--- config.mk ---
export PLATFORM = sky130hd
export DESIGN_NAME = mux_skid_sel
export DESIGN_NICKNAME = d
export VERILOG_FILES = /design/src/rtl/mux_skid_sel.sv
export SDC_FILE = /design/constraint.sdc
export NUM_CORES = 1
export LEC_CHECK = 0
export ABC_CLOCK_PERIOD_IN_PS = 5000
export CAP_MARGIN = 20
export CORE_MARGIN = 10
export CORE_UTILIZATION = 42
export CTS_CLUSTER_DIAMETER = 50
export DETAILED_ROUTE_END_ITERATION = 8
export PLACE_DENSITY = 0.77
export SLEW_MARGIN = 5
export SYNTH_ARGS = -nofsm -noshare
export SYNTH_HDL_FRONTEND = slang
export SYNTH_SLANG_ARGS = --single-unit
export TNS_END_PERCENT = 10
--- constraint.sdc ---
create_clock -name clk -period 5 [get_ports clk]
set_clock_uncertainty 0.05 [all_clocks]
set_input_delay 0.75 -clock clk [delete_from_list [all_inputs] [get_ports clk]]
set_output_delay 0.75 -clock clk [all_outputs]
set_load 0.005 [all_outputs]
--- src/rtl/mux_skid_sel.sv ---
// N-channel select mux feeding a 2-entry skid buffer with valid/ready on both sides.
// Define MUX_SKID_ONEHOT_EN for a CH-bit one-hot select instead of a binary one.
module mux_skid_sel #(
  parameter int WIDTH = 32,
  parameter int SEL_W = 2
) (
  input  logic                          clk,
  input  logic                          rst,
  input  logic                          flush,
  input  logic [(2**SEL_W)*WIDTH-1:0]   in_data,
`ifdef MUX_SKID_ONEHOT_EN
  input  logic [(2**SEL_W)-1:0]         sel,
`else
  input  logic [SEL_W-1:0]              sel,
`endif
  input  logic                          in_valid,
  output logic                          in_ready,
  output logic [WIDTH-1:0]              out_data,
  output logic [SEL_W-1:0]              out_sel,
  output logic                          out_valid,
  input  logic                          out_ready
);

  localparam int CH = 2**SEL_W;

  typedef enum logic [1:0] {
    EMPTY = 2'd0,
    ONE   = 2'd1,
    TWO   = 2'd2
  } state_t;

  state_t             state_q, state_d;
  logic [WIDTH-1:0]   main_data_q, main_data_d;
  logic [SEL_W-1:0]   main_sel_q, main_sel_d;
  logic [WIDTH-1:0]   skid_data_q, skid_data_d;
  logic [SEL_W-1:0]   skid_sel_q, skid_sel_d;

  logic [WIDTH-1:0]   new_data;
  logic [SEL_W-1:0]   new_sel;
  logic               accept;
  logic               pop;

`ifdef MUX_SKID_ONEHOT_EN
  // AND-OR selection; the reported index is the lowest set select bit.
  always_comb begin
    new_data = '0;
    new_sel  = '0;
    for (int i = 0; i < CH; i++) begin
      if (sel[i]) new_data = new_data | in_data[i*WIDTH +: WIDTH];
    end
    for (int i = CH - 1; i >= 0; i--) begin
      if (sel[i]) new_sel = SEL_W'(i);
    end
  end
`else
  always_comb begin
    new_data = '0;
    new_sel  = sel;
    for (int i = 0; i < CH; i++) begin
      if (sel == SEL_W'(i)) new_data = in_data[i*WIDTH +: WIDTH];
    end
  end
`endif

  assign in_ready  = (state_q != TWO);
  assign out_valid = (state_q != EMPTY);
  assign out_data  = main_data_q;
  assign out_sel   = main_sel_q;

  assign accept = in_valid & in_ready & ~rst & ~flush;
  assign pop    = out_valid & out_ready;

  always_comb begin
    state_d     = state_q;
    main_data_d = main_data_q;
    main_sel_d  = main_sel_q;
    skid_data_d = skid_data_q;
    skid_sel_d  = skid_sel_q;
    case (state_q)
      EMPTY: begin
        if (accept) begin
          main_data_d = new_data;
          main_sel_d  = new_sel;
          state_d     = ONE;
        end
      end
      ONE: begin
        if (accept && pop) begin
          main_data_d = new_data;
          main_sel_d  = new_sel;
        end else if (accept) begin
          skid_data_d = new_data;
          skid_sel_d  = new_sel;
          state_d     = TWO;
        end else if (pop) begin
          state_d = EMPTY;
        end
      end
      TWO: begin
        if (pop) begin
          main_data_d = skid_data_q;
          main_sel_d  = skid_sel_q;
          state_d     = ONE;
        end
      end
      default: state_d = EMPTY;
    endcase
    // Flush only drops occupancy; stale register contents are hidden by out_valid=0.
    if (flush) state_d = EMPTY;
  end

  always_ff @(posedge clk) begin
    if (rst) begin
      state_q     <= EMPTY;
      main_data_q <= '0;
      main_sel_q  <= '0;
      skid_data_q <= '0;
      skid_sel_q  <= '0;
    end else begin
      state_q     <= state_d;
      main_data_q <= main_data_d;
      main_sel_q  <= main_sel_d;
      skid_data_q <= skid_data_d;
      skid_sel_q  <= skid_sel_d;
    end
  end

endmodule

==> out/summary.log <==
[hold_path] worst hold path startpoint skid_data_q[23]
[logic_synthesis] top cell type's share of synthesized area 31.85%
[cts] Max Root-Sink Buffers 2
[floorplanning] die span in x 122.3 um
[logic_synthesis] area leader, netlist sky130_fd_sc_hd__dfxtp_1
[drt] overall via count from detail_route 4,152
[floorplanning] starting utilization of the core area 42.80%
[timing] shortest clock period the worst path allows after layout 3.077 ns
[worst_setup_path] Critical Path, Cell by Cell nand2b_1 > clkdlybuf4s50_1
[drt] residual DRC count 0
[final_layout] final-stage net count 778
[power_and_ir_drop] power share of the clock group 39.6%
[power_and_ir_drop] combinational cell fraction of total power 22.1%
[cts] Clock Latency Late Sink 0.34 ns
[timing] Setup Total Neg Slack 0 ns
[worst_setup_path] number of cells traversed by the worst register-to-register path 5
[worst_setup_path] crit path buf inv count 1
[cts] clock buffers created by TritonCTS 9
[timing] fraction of the cycle the final worst path needs 61.55%
[worst_setup_path] Slowest Stage Delay on Critical Path 0.75 ns
[final_layout] number of diodes added for antenna fixing 0
[timing] final hold violation count 0
[cts] count of instances resized after the clock tree is built 0
[power_and_ir_drop] Power Internal 1.166 mW
[worst_setup_path] startpoint types flip-flop
[grt] total global routing overflow 0
[final_layout] share of layout cells above drive strength 1 5.864%
[logic_synthesis] distinct cell type count after synthesis 29
[logic_synthesis] cell types occupying the most area after synthesis sky130_fd_sc_hd__dfxtp_1, sky130_fd_sc_hd__mux2i_1, sky130_fd_sc_hd__nand2b_1
[flow_run] Max Cap Violations 0
[status] status finished clean
[final_layout] fill cell instance count of the final layout 905
[worst_setup_path] Crit Reg-Reg Startpoint state_q[0]
[cts] hold-fix buffer count after cts 0
[logic_synthesis] most common library cells after synthesis sky130_fd_sc_hd__mux2i_1, sky130_fd_sc_hd__dfxtp_1, sky130_fd_sc_hd__nand2_1
[drt] detailed-route vias per instance 5.296
[placement] HPWL after detailed placement 9.535 mm
[cts] # clock sinks 70
[logic_synthesis] post-synthesis area per instance 8.711 um2
[worst_setup_path] endpoint class of the critical path primary output
[power_and_ir_drop] Total Power 1.536 mW
[drt] initial DRC count 291
[drt] length of the first detailed-routing pass in iterations 4
[power_and_ir_drop] switching fraction of total power 24.09%
[grt] wire length of the first global-routing pass 21.16 mm
[floorplanning] Vert. Die Dim 122.3 um
[logic_synthesis] cell with the most instances after synthesis sky130_fd_sc_hd__mux2i_1
[worst_setup_path] family with the most delay on the worst path simple AND/OR/NAND/NOR gates
[grt] global-route usage over all layers 17.22%
[worst_setup_path] cell with the largest stage delay on the worst path sky130_fd_sc_hd__nand2b_1
[grt] pin count of the biggest net entering global routing 103
[logic_synthesis] warning count from the yosys run 0
[cts] CTS H-tree lvls 3
[logic_synthesis] Cells after Synth 505
[timing] Post-Route Hold Slack 0.4054 ns
[logic_synthesis] number of flops mapped to enable cells by yosys 0
[drt] overall routed net length 13.28 mm
[cts] Post-CTS Setup Repair Bufs 0
[logic_synthesis] post-synthesis instance area 4399 um2
[logic_synthesis] share of flip-flops with an asynchronous set or reset after synthesis 0%
[timing] unrepaired setup endpoints after global routing no
[logic_synthesis] sequential element share of the synthesized area 31.85%
[hold_path] endpoint of the worst hold path skid_data_q[23]
[floorplanning] count of pins on the block boundary 171
[power_and_ir_drop] total leakage power 2.508 nW
[cts] CTS tree built
[timing] maximum clock frequency 325.0 MHz
[drt] met1 wire length 5.578 mm
[worst_setup_path] internal reg-to-reg setup slack 2.32 ns
[hold_path] worst hold-check path type reg -> reg
[power_and_ir_drop] total power per unit cell area 242.0 nW/um2
[drt] routed length on met3 1.083 mm
[grt] initial antenna violation count 0
[placement] routability cong. 0.7838
[power_and_ir_drop] sequential group share of total power 38.4%
[worst_setup_path] destination of the worst register-to-register timing path out_data[8]
[timing] slew at the pin with the worst max-slew slack 1.058 ns
[cts] clock-pin slew on the worst setup and hold paths 0.08 ns
[floorplanning] floorplan row count 37
[worst_setup_path] Worst Path Class, Setup reg -> out
[logic_synthesis] Post-Synthesis Net Count 640
[floorplanning] area of the die 14,970 um2
[logic_synthesis] top_reg_cell synth sky130_fd_sc_hd__dfxtp_1
[timing] relative max-transition margin 29.44%
[final_layout] layout overhead on the synthesized area 44.28%
[timing] Final Setup Violations 0
[logic_synthesis] flip-flop and latch count after synthesis 70
[placement] Port Buffer Count 170
[worst_setup_path] Data arrival, critical path 2.28 ns
[drt] DR WL/cell 16.94 um
[hold_path] count of cells along the worst hold path 2
[worst_setup_path] Crit Path Max Fanout 20
[drt] top routing layer used met4
[cts] CTS root buf sky130_fd_sc_hd__clkbuf_8
[drt] Routed Antenna Nets 0
[power_and_ir_drop] IR Drop Worst-Case VDD 0.0001192 V
[drt] Detail Route met2 WL 6.457 mm
[grt] via count of the first global-routing pass 4,287
[power_and_ir_drop] Psw 370.1 uW
[timing] max-slew violation total from the final report 0
[floorplanning] core box area 10,280 um2
[worst_setup_path] data required time at the worst endpoint 4.20 ns
stage by stage:
stage | utilization, % | area (um2) | cells | setup slack (ns)
floorplan | - | 4399 | 505 | 2.993
global placement | 59.13 | 6077 | 768 | 1.928
detailed placement | 59.13 | 6077 | 768 | 1.857
CTS | 61.76 | 6347 | 784 | 1.901
global route | 61.76 | 6347 | 784 | 1.847
finish | 61.76 | 6347 | 784 | 1.923
worst max path at each step:
stage | startpoint | to | slack (ns) | cells after the start
2_1_floorplan | sel[0] | out_data[23] | 2.99 | 6
3_3_place_gp | out_ready | out_data[11] | 1.93 | 5
3_5_place_dp | out_ready | out_data[21] | 1.86 | 5
4_1_cts | state_q[0] | in_ready | 1.90 | 2
5_1_grt | state_q[0] | in_ready | 1.85 | 2
6_report | state_q[0] | in_ready | 1.92 | 2
cell families (layout without fill, tap and decap cells):
group / count (synthesis) / count (layout) / synth area share (%)
AOI/OAI and AO/OA: 110 / 110 / 18.52
buffers and inverters: 52 / 195 / 5.916
DFF: 70 / 70 / 31.85
muxes: 96 / 96 / 21.84
and+or+nand+nor: 177 / 177 / 21.87
worst min-delay path, delay by kind of cell (launching register included):
| family | cells | cell delay, ns |
|---|---|---|
| and+or+nand+nor | 1 | 0.05 |
| AOI/OAI and AO/OA | 1 | 0.05 |
| DFF | 1 | 0.31 |
per-layer routing:
metal	vias to the layer above	track usage, %
li1	2073	-
met3	14	5.051
met1	1920	20.19
met4	0	5.228
met5	-	0
met2	145	29.71
final cells by class:
cell class                      count  area, um2  share of cell area, %
Timing Repair Buffer              176       1734                  27.32
Sequential cell                    70       1401                  22.08
Inverter                            3      11.26                 0.1774
Clock inverter                      7      146.4                  2.306
Clock buffer                        9      123.9                  1.952
Multi-Input combinational cell    383       2760                  43.49
Tap cell                          136      170.2                  2.681
flip-flops by register name, indices dropped and copies added, names as in the netlist:
name,count
out_data,32
skid_data_q,32
out_sel,2
skid_sel_q,2
state_q,2
power by group through the flow:
stage | Combinational, mW | Sequential (mW) | Clock, mW
floorplan | 0.166 | 0.601 | 0
global placement | 0.333 | 0.602 | 0
detailed placement | 0.342 | 0.602 | 0
CTS | 0.343 | 0.589 | 0.618
global route | 0.369 | 0.592 | 0.637
finish | 0.339 | 0.589 | 0.608
placed cells by master (no fill, tap or decap), types with 2 or more instances in the layout:
master,instances
sky130_fd_sc_hd__a21oi_1,38
sky130_fd_sc_hd__a221o_1,32
sky130_fd_sc_hd__buf_2,2
sky130_fd_sc_hd__buf_4,7
sky130_fd_sc_hd__bufinv_16,4
sky130_fd_sc_hd__clkbuf_8,9
sky130_fd_sc_hd__clkdlybuf4s50_1,167
sky130_fd_sc_hd__clkinv_4,3
sky130_fd_sc_hd__dfxtp_1,70
sky130_fd_sc_hd__inv_1,3
sky130_fd_sc_hd__mux2i_1,96
sky130_fd_sc_hd__nand2_1,69
sky130_fd_sc_hd__nand2b_1,65
sky130_fd_sc_hd__nand3_1,24
sky130_fd_sc_hd__nand3_2,8
sky130_fd_sc_hd__nor2_1,2
sky130_fd_sc_hd__nor3b_1,2
sky130_fd_sc_hd__o21ai_0,2
sky130_fd_sc_hd__o21bai_1,32
Note: power is estimated with default switching activity, not from simulation.
